**src/rtl/srl64_fifo_ctl_pkg.sv**
```systemverilog
// Shared constants for the SRL-backed byte FIFO controller and its shift-register datapath.
//   SRL_DEPTH : number of SRL stages (entries held outside the output register)
//   DATA_W    : byte width
//   LVL_W     : width of occupancy counters (covers 0..65)
//   ADDR_W    : SRL tap address width
package srl64_fifo_ctl_pkg;

   localparam int unsigned SRL_DEPTH = 64;
   localparam int unsigned DATA_W    = 8;
   localparam int unsigned LVL_W     = 7;
   localparam int unsigned ADDR_W    = 6;

endpackage

```
**src/rtl/srl64x8e.sv**
```systemverilog
// 64-deep, 8-bit addressable shift register with clock enable.
// Ports:
//   i_clk : clock
//   i_ce  : shift enable; i_d enters stage 0 and every stage moves up one
//   i_d   : shift-in data
//   i_a   : tap address (0 = newest)
//   o_y   : combinational read of stage i_a (pre-edge contents)
// Contents are deliberately not reset.
module srl64x8e
   import srl64_fifo_ctl_pkg::*;
(
   input  logic              i_clk,
   input  logic              i_ce,
   input  logic [DATA_W-1:0] i_d,
   input  logic [ADDR_W-1:0] i_a,
   output logic [DATA_W-1:0] o_y
);

   logic [DATA_W-1:0] r_sr [SRL_DEPTH];

   always_ff @(posedge i_clk) begin
      if (i_ce) begin
         r_sr[0] <= i_d;
         for (int i = 1; i < SRL_DEPTH; i++) begin
            r_sr[i] <= r_sr[i-1];
         end
      end
   end

   assign o_y = r_sr[i_a];

endmodule

```
**src/rtl/srl64_fifo_ctl.sv**
```systemverilog
// Runs one srl64x8e as a 64-entry byte FIFO with a registered output stage (65 bytes total).
// Ports:
//   i_clk, i_rst        : clock, asynchronous active-high reset
//   i_flush             : synchronous clear of occupancy (wins over write and load)
//   i_in_data/i_in_valid/o_in_ready    : write side handshake
//   o_out_data/o_out_valid/i_out_ready : read side handshake, o_out_data is registered
//   o_level             : occupancy, SRL count plus output stage
//   o_almost_full/o_almost_empty : registered thresholds on the next-state level
module srl64_fifo_ctl
   import srl64_fifo_ctl_pkg::*;
#(
   parameter int unsigned AFULL  = 48,
   parameter int unsigned AEMPTY = 4
) (
   input  logic              i_clk,
   input  logic              i_rst,
   input  logic              i_flush,
   input  logic [DATA_W-1:0] i_in_data,
   input  logic              i_in_valid,
   output logic              o_in_ready,
   output logic [DATA_W-1:0] o_out_data,
   output logic              o_out_valid,
   input  logic              i_out_ready,
   output logic [LVL_W-1:0]  o_level,
   output logic              o_almost_full,
   output logic              o_almost_empty
);

   localparam logic [LVL_W-1:0] FULL_CNT = LVL_W'(SRL_DEPTH);
   localparam logic [LVL_W-1:0] AFULL_L  = LVL_W'(AFULL);
   localparam logic [LVL_W-1:0] AEMPTY_L = LVL_W'(AEMPTY);

   logic [LVL_W-1:0]  r_count, w_count_d;
   logic              r_out_valid, w_out_valid_d;
   logic [DATA_W-1:0] r_out_data, w_out_data_d;
   logic              r_afull, r_aempty;
   logic [LVL_W-1:0]  w_level_d;
   logic              w_wr, w_ld;
   logic [ADDR_W-1:0] w_srl_a;
   logic [DATA_W-1:0] w_srl_y;

   // in_ready depends combinationally only on flush, never on out_ready.
   assign o_in_ready = (r_count != FULL_CNT) & ~i_flush;
   assign w_wr       = i_in_valid & o_in_ready;
   assign w_ld       = (r_count != '0) & (~r_out_valid | i_out_ready);

   // Oldest entry sits at stage count-1.
   assign w_srl_a = (r_count != '0) ? ADDR_W'(r_count - LVL_W'(1)) : '0;

   srl64x8e u_srl (
      .i_clk (i_clk),
      .i_ce  (w_wr),
      .i_d   (i_in_data),
      .i_a   (w_srl_a),
      .o_y   (w_srl_y)
   );

   always_comb begin
      w_count_d     = r_count;
      w_out_valid_d = r_out_valid;
      w_out_data_d  = r_out_data;
      if (i_flush) begin
         w_count_d     = '0;
         w_out_valid_d = 1'b0;
      end else begin
         w_count_d = r_count + LVL_W'(w_wr) - LVL_W'(w_ld);
         if (w_ld) begin
            w_out_valid_d = 1'b1;
            w_out_data_d  = w_srl_y;
         end else if (r_out_valid & i_out_ready) begin
            w_out_valid_d = 1'b0;
         end
      end
      w_level_d = w_count_d + LVL_W'(w_out_valid_d);
   end

   always_ff @(posedge i_clk or posedge i_rst) begin
      if (i_rst) begin
         r_count     <= '0;
         r_out_valid <= 1'b0;
         r_out_data  <= '0;
         r_afull     <= 1'b0;
         r_aempty    <= 1'b1;
      end else begin
         r_count     <= w_count_d;
         r_out_valid <= w_out_valid_d;
         r_out_data  <= w_out_data_d;
         r_afull     <= (w_level_d >= AFULL_L);
         r_aempty    <= (w_level_d <= AEMPTY_L);
      end
   end

   assign o_out_valid    = r_out_valid;
   assign o_out_data     = r_out_data;
   assign o_level        = r_count + LVL_W'(r_out_valid);
   assign o_almost_full  = r_afull;
   assign o_almost_empty = r_aempty;

endmodule

```
**config.mk**
```make
export PLATFORM = sky130hd
export DESIGN_NAME = srl64_fifo_ctl
export DESIGN_NICKNAME = d
export VERILOG_FILES = /design/src/rtl/srl64_fifo_ctl_pkg.sv /design/src/rtl/srl64x8e.sv /design/src/rtl/srl64_fifo_ctl.sv
export SDC_FILE = /design/constraint.sdc
export NUM_CORES = 1
export LEC_CHECK = 0
export ABC_AREA = 1
export BUFFER_PORTS_ARGS = -buffer_cell sky130_fd_sc_hd__buf_2
export CAP_MARGIN = 20
export CORE_MARGIN = 2
export CORE_UTILIZATION = 25
export CTS_CLUSTER_DIAMETER = 80
export DETAILED_ROUTE_END_ITERATION = 10
export GPL_TIMING_DRIVEN = 0
export PLACE_DENSITY_LB_ADDON = 0.08
export SLEW_MARGIN = 10
export SYNTH_ARGS = -nofsm -noshare
export SYNTH_HDL_FRONTEND = slang
export SYNTH_SLANG_ARGS = --single-unit
```
**constraint.sdc**
```tcl
create_clock -name i_clk -period 27.5 [get_ports i_clk]
set_input_delay 1.375 -clock i_clk [delete_from_list [all_inputs] [get_ports i_clk]]
set_output_delay 1.375 -clock i_clk [all_outputs]
set_load 0.005 [all_outputs]
```
Yosys cells after proc, flatten, opt, wreduce, memory -nomap -nowiden
Memories as Yosys holds them, arrays and structs flattened. A register that Yosys moved wholly into a read port is not among the register bits.
Cells that the tools add are included.
{"block": "totals", "ramBits": 512, "regBits": 10, "memories": 1, "output_inout_bits": 19}
{"block": "classes", "n_eq_ne": 1, "n_reduce_logical": 2, "bitwise_logic": 7, "muxes": 7, "n_addsub": 5, "order_cmp": 2}
{"memory": "u_srl.r_sr", "words": 64, "word_bits": 8, "read_ports": 64, "rd_ports_with_merged_regs": 1, "wr": 64, "line": "srl64x8e.sv:19", "text": "logic [DATA_W-1:0] r_sr [SRL_DEPTH];"}
{"operator": "adder 7 x 1 -> 7 bit", "n": 3}
{"operator": "greater-or-equal comparator 7 x 6 -> 1 bit (second input constant)", "n": 1}
{"operator": "less-or-equal comparator 7 x 3 -> 1 bit (second input constant)", "n": 1}
{"operator": "2-to-1 mux 7 bit", "n": 1}
{"operator": "!= test 7 bit (second input constant)", "n": 1}
{"operator": "nonzero test 7 bit", "n": 1}
{"operator": "subtractor 7 x 1 -> 7 bit", "n": 1}
{"operator": "2-to-1 mux 6 bit", "n": 1}
{"operator": "subtractor 6 x 1 -> 6 bit (second input constant)", "n": 1}
{"operator": "2-to-1 mux 1 bit", "n": 5}
{"operator": "bitwise AND 1 bit", "n": 4}
{"operator": "NOT 1 bit", "n": 2}
{"operator": "AND reduction 2 bit", "n": 1}
{"operator": "bitwise OR 1 bit", "n": 1}

Longest topological paths before layout
Gate-level depths: netlist (run 1).
{"block": "logic_depth", "depth_word": 8, "ltp_mapped": 27}

Hierarchy
From an unflattened synthesis (run 1), not the netlist that was laid out.
{"block": "hier_totals", "hier_cells": 1892, "area_unflattened_um2": 22206.3}
{"module": "srl64x8e", "cells_per_inst": 1707, "seq_area_each_um2": 15374.7, "area_each_um2": 20726.1, "n_inst": 1}
{"module": "srl64_fifo_ctl", "cells_per_inst": 185, "seq_area_each_um2": 451.7, "area_each_um2": 1480.2, "n_inst": 1}

Worst setup path after synthesis (run 1)
Ideal clock, no wire load.
{"block": "synth_path", "path_kind": "input to register", "start": "input i_flush", "end": "memory u_srl.r_sr[0][0] (enable)", "path_buffers": 0, "setup_ps": 859, "stages": 3, "t_arrival_ps": 11557, "path_slack_ps": 15084, "cell_sequence": "a31oi_1 > nand2_1 > inv_1"}
{"element": "start, declared", "line": "srl64_fifo_ctl.sv:17", "text": "input logic i_flush,"}
{"element": "end, declared", "line": "srl64x8e.sv:19"}

Worst setup path in the final report (run 1)
{"block": "layout_path", "start": "register r_count[0]", "end": "register r_out_data[4], in the netlist o_out_data[4] (read register of u_srl.r_sr)"}
{"block": "layout_via", "elab_chain_cells": 3, "elab_cells_between_ends": 5}
{"element": "start, declared", "line": "srl64_fifo_ctl.sv:33", "text": "logic [LVL_W-1:0] r_count, w_count_d;"}
{"element": "start signal, assigned", "line": "srl64_fifo_ctl.sv:85", "text": "r_count <= w_count_d;"}
{"element": "parallel branches: the longest is 3 deep, another holds subtractor 6 x 1 -> 6 bit"}
{"element": "end, declared", "line": "srl64_fifo_ctl.sv:35", "text": "logic [DATA_W-1:0] r_out_data, w_out_data_d;"}
Parallel ways; which one is timed is not known.

==> impl_results.md, run 1 <==
- TritonCTS clock tree: yes
- Largest net degree at the start of global routing: 111
- Worst Hold Class: register to register
- Most frequent cells in the layout: 512 x edfxtp_1, 487 x nand3_1, 287 x nand2_1
- Unique masters post-synth: 31
- Final worst-path cycle share: 17.0%
- Status: finished, final reports clean
- Hold Path Stages: 0
- Wire per inst: 23.2 µm
- Leakage power: 10.7 nW
- Total die area: 0.0966 mm²
- Total GRT Usage: about 17%
- Min-delay src: u_srl.r_sr[55][7]
- Multi-input gate area: between 0.006 and 0.007 mm²
- EDFF count, synth: approximately 500
- RePlAce Congestion: 0.824
- Post-Layout Cell Count: 3526
- Total routed wirelength: 81.7 mm
- Post-CTS Setup Inserts: 0
- Grt total ovfl: 0
- Sequential cell area: 0.0158 mm²
- Worst-Margin Slew: 1110 ps
- Initial DRC count: 1354
- R2R Path End: o_out_data[4]
- Setup crit start kind: register
- Area growth, synth to finish: 17.2%
- Reg2Reg Depth: 18
- Worst Path Arrival: about 5200 ps
- MaxCap Viol Count: 0
- Detailed placement HPWL: 55.6 mm
- Clk Latency, worst-skew pair: 630 ps
- Ports: 32
- Avg Synthesized Cell Area: 11.2 µm²
- Cells after Synth: 2111
- Seq/Total Area, Yosys: 67.2%
- Vias/cell: 4.53
- # H-tree levels: 3
- Clock Skew: 18.5 ps
- Min Hold Slack: 426 ps
- Starting Density: 25.2%
- Core Region: around 0.093 mm²
- Hold path endpoint: u_srl.r_sr[56][7]
- Fillcell total: between 9000 and 10000
- Std cell rows: 112
- Initial antenna violation count: 1
- CP Capture Type: register
- Reg-to-Reg Start: r_count[0]
- F_max: around 0.21 GHz
- # nets final: 2255
- DRT antenna net count: 0
- DRC: 0
- Fin. max-slew vios: 0
- Chip width: 311 µm
- Synth Cell Area: 0.0235 mm²
- CTS Buf Count: 70
- Share of cells above drive strength 1: 10.8%
- Required @ worst endpoint: between 20000 and 30000 ps
- Worst slew margin relative to its limit: 26.1%
- Setup violators final: 0
- Unrepaired setup endpoints after global routing: false
- Peak VDD IR: between 0.00006 and 0.00007 V
- P per Cell Area: 136 mW/mm²
- Hold Vio Cnt, Final: 0
- Number of buffers inserted by port buffering: 31
- Ys async rst share: under 10%
- Root Driver: clkbuf_16
- Period minus WS final: around 4700 ps
- Syn_nets: roughly 2100
- First-pass GRT wire length: between 100 and 150 mm
- Max Buffers Root-to-Sink: 3
- Post-CTS Hold Fix Bufs: 0
- Commonest non-fill, non-tap cell in the layout: edfxtp_1
- Fin Setup TNS: 0 ps
- Predominant post-synthesis flop cell: edfxtp_1
- Vias in the first global route: about 16000
- Reg2reg setup slack: 22840 ps
- DR pass1 iterations: 6
- Total number of vias: 15967
- Yosys reg bits: 530
- Worst setup path class: register to register
- TritonCTS Sinks: 530
- Clock slew seen by the registers of the worst setup and hold paths: 60 ps
- Yosys warnings: 0
- Max Fanout on Critical Path: 10
- Resize count post-CTS: 0
- Die height: 311 µm
- DP Cell Count: 3401
final cells by class:
class                      count  area share (%)
antenna                        1         0.00907
buffer                       129            2.31
clock buffer                  91            6.67
clock inverter                33            1.18
inverter                     273            3.74
multi-input combinational   1179            21.9
sequential                   530            57.4
tap                         1254            5.69
timing repair buffer          36            1.06
synthesized netlist by cell type (all sizes together) (2+ instances only):
cell type	number	area (µm²)
nor2	150	573
ha	22	275
clkbuf	27	101
nand3b	144	1080
dfrtp	17	425
nand2	291	1120
nand3	487	2440
xor2	6	52.6
or2	15	93.8
inv	272	1020
o21ai	37	185
xnor2	2	17.5
buf	102	537
edfxtp	512	15400
a21oi	3	15.0
o2111ai	16	140
worst max path at each step:
stage / start / endpoint / slack, ps / cells after the start
CTS: r_count[0] / o_out_data[3] / 22780 / 18
global route: r_count[0] / o_almost_empty / 22410 / 22
detailed placement: r_count[0] / o_out_data[3] / 22800 / 18
finish: r_count[0] / o_out_data[4] / 22840 / 18
global placement: r_count[0] / u_srl.r_sr[6][3] / 9330 / 10
floorplan: i_flush / u_srl.r_sr[0][0] / 15080 / 3
sequential cells by signal (all words and copies together), names as in the netlist:
| name | flops |
|---|---|
| o_almost_empty | 1 |
| o_almost_full | 1 |
| o_out_data | 8 |
| o_out_valid | 1 |
| r_count | 7 |
| u_srl.r_sr | 512 |
worst max-delay path, stage by stage (launching register included):
cell     delay, ps
dfrtp_1        370
buf_2          310
inv_2          100
buf_2          210
buf_2          260
ha_1           280
nand2_1         60
inv_1           70
nand2_4        210
inv_2          100
nor3b_4        620
inv_2          220
buf_1          530
nand3_1        320
nand3_1        190
nand3_1        370
nand2_1        140
nand2_1         90
nand2_1         50
report_power, final:
| group | switching [mW] | internal (mW) |
|---|---|---|
| Clock | 0.379 | 0.497 |
| Combinational | 1.38 | 0.475 |
| Sequential | 0.0407 | 0.974 |
kinds of logic (layout without fill, tap and decap cells):
kind of cell             count (synthesis)  count (layout)  synth area share, %
AO/OA/AOI/OAI                           58              58                 1.50
AND/OR/NAND/NOR                       1090            1090                 22.7
flip-flops                             530             530                 67.2
XOR/XNOR                                 8               8                0.298
other                                    0               1                    0
buffers and inverters                  402             562                 7.06
adder cells (fa/ha/maj)                 23              23                 1.25
routing by layer:
layer	routed length [µm]	GRT usage, %	vias up
li1	-	-	7504
met1	38300	23.3	7992
met2	37800	27.2	374
met3	3710	2.75	97
met4	1820	4.52	0
met5	0	0	-
stage by stage:
| step | setup slack, ps | area (µm²) | total power [mW] | util, % |
|---|---|---|---|---|
| floorplan | 15080 | 23500 | 2.07 | - |
| global placement | 9330 | 25300 | 2.94 | 27.1 |
| detailed placement | 22800 | 25400 | 2.90 | 27.2 |
| CTS | 22780 | 27600 | 3.79 | 29.5 |
| global route | 22410 | 27600 | 3.97 | 29.5 |
| finish | 22840 | 27600 | 3.75 | 29.6 |
Power figures use the tool's default switching activity.
==> inputs of run 2 (changes only) <==
clock period = 4.4 ns   (was 27.5 ns; I/O delays follow)
==> run 2 against run 1 <==
  * Critical path type unchanged
  * Clock-buffer cell count is 1 higher
  * Sequential power grew to 6.3 times the previous value
  * Global-route usage rose by 0.40 points
  * Largest cell class unchanged
  * First-iteration DRC count grew 8.9%
  * Worst hold slack lost 240 ps
  * Flip-flop and latch count unchanged
  * Critical path depth fell by 1
  * Routed wire length rose by 3.0%
==> impl_results.md, run 2 (same netlist as run 1, synthesis figures left out) <==
- Max reg flops: 512
- Root Driver: clkbuf_16
- Hold Vio Cnt, Final: 0
- Starting Density: 25.2%
- Multi-input gate area: 0.00610 mm²
- Crit path max-delay family: buffers and inverters
- Critical path, cell by cell: buf_6, inv_4, buf_6, buf_6, ha_4, clkinv_1, nand2_4, clkbuf_1, nor2_1, nand2_1, nand3_1, nand3_1, nand3_1, nand3_1, nand2_1, nand2_1, nand2_1
- Period minus WS final: 4190 ps
- Leakage power: approximately 11 nW
- Clock slew seen by the registers of the worst setup and hold paths: ~60 ps
- Commonest non-fill, non-tap cell in the layout: edfxtp_1
- Vias/cell: 4.61
- Total GRT Usage: between 10% and 20%
- Core Region: ~0.093 mm²
- Initial DRC count: 1475
- Max Fanout on Critical Path: 10
- Peak VDD IR: 0.000428 V
- Unrepaired setup endpoints after global routing: false
- Top reg by flops: u_srl.r_sr
- Wire per inst: 23.7 µm
- Worst setup path class: register to register
- Number of buffers inserted by port buffering: 31
- Fin. max-slew vios: 0
- Share of cells above drive strength 1: 11.5%
- Total number of vias: ~16000
- Std cell rows: 112
- Total die area: about 0.097 mm²
- CTS Buf Count: 67
- DR pass1 iterations: 7
- Setup WS pre-CTS: 13.4 ps
- Worst Hold Class: input port to register
- MaxCap Viol Count: 0
- Worst Path Arrival: 4670 ps
- F_max: 0.239 GHz
- Clk Latency, worst-skew pair: 600 ps
- P per Cell Area: 847 mW/mm²
- Grt total ovfl: 0
- Area growth, synth to finish: 18.1%
- DRC: 0
- Slowest cell on crit path: clkbuf_1
- Worst slew margin relative to its limit: 22.6%
- Clock Skew: 14.2 ps
- TritonCTS clock tree: yes
- TritonCTS Sinks: 530
- Vias in the first global route: between 15000 and 20000
- Required @ worst endpoint: 4880 ps
- Post-place instance area: 0.0256 mm²
- Sequential cell area: 0.0158 mm²
- # nets final: roughly 2300
- Number of diodes: 0
- Final worst-path cycle share: 95.1%
- First-pass GRT wire length: approximately 120 mm
- Most frequent cells in the layout: 512 x edfxtp_1, 487 x nand3_1, 285 x nand2_1
- Status: finished, final reports clean
- Die height: 311 µm
- Delay of the slowest critical-path stage: 740 ps
- RePlAce Congestion: slightly below 0.8
- Ports: 32
- CP Buf/Inv Count: 6
- Initial antenna violation count: 1
- CP Capture Type: register
- Detailed placement HPWL: 57.0 mm
- Largest net degree at the start of global routing: 39
- Worst-Margin Slew: 1160 ps
- Chip width: between 300 and 400 µm
- Overall Power: 23.5 mW
- Total routed wirelength: roughly 84 mm
- Design Area, Final: around 0.028 mm²
- DRT antenna net count: 0
- Setup crit start kind: register
- Final worst slack: 215 ps
- Setup violators final: 0
- Fillcell total: 9749
- # H-tree levels: 3
- End-of-flow core utilization: 29.8%
- Max Buffers Root-to-Sink: 3
[run 2: final timing paths]
path                       slack, ps  depth (start not counted)              start                 to
max reg2reg                      210                         17         r_count[0]      o_out_data[5]
min                              180                          6        i_out_ready        o_out_valid
min reg2reg                      430                          0  u_srl.r_sr[17][2]  u_srl.r_sr[18][2]
max in group asynchronous       3630                          3              i_rst      o_out_data[1]
max                              210                         17         r_count[0]      o_out_data[5]
min in group asynchronous        290                          3              i_rst         r_count[0]
[run 2: per-layer routing]
layer | vias to the layer above | routed length (µm) | GRT usage (%)
li1 | 7553 | - | -
met3 | 130 | 4630 | 2.89
met2 | 467 | 38200 | 27.1
met5 | - | 0 | 0
met4 | 0 | 2750 | 6.13
met1 | 8175 | 38600 | 23.8
[run 2: per-stage QoR]
step / setup TNS (ps) / hold WS [ps] / instances
4_1_cts: 0 / 150 / 3541
3_5_place_dp: 0 / 397 / 3412
5_1_grt: 0 / 232 / 3544
2_1_floorplan: -2548540 / 158 / 2111
6_report: 0 / 183 / 3544
3_3_place_gp: -4931770 / 369 / 3396
[run 2: layout make-up]
class | count | share of cell area (%)
Buffer | 129 | 2.37
Clock buffer | 92 | 6.83
Clock inverter | 27 | 0.427
Inverter | 273 | 3.71
Multi-Input combinational cell | 1179 | 21.9
Sequential cell | 530 | 56.9
Tap cell | 1254 | 5.64
Timing Repair Buffer | 60 | 2.20
[run 2: repair_timing]
| action | 4_1_cts | 5_1_grt |
|---|---|---|
| hold buffers | 10 | 0 |
| endpoints found under the hold margin | 27 | 0 |
| resized for setup | 1 | 4 |
| endpoints found under the setup margin | 1 | 6 |
| buffers inserted | 0 | 3 |
| pin swaps | 0 | 1 |
[run 2: worst register-to-register path, delay by kind of cell (launching register included)]
kind	cells	cell delay, ps
adder cells (fa/ha/maj)	1	270
buffers and inverters	6	1890
AND/OR/NAND/NOR	10	1460
flip-flops	1	420
[run 2: power by group]
group	leakage, nW	internal (mW)	switching (mW)
combinational	4.78	3.10	8.89
sequential	5.02	6.08	0.251
clock	0.989	3.01	2.22
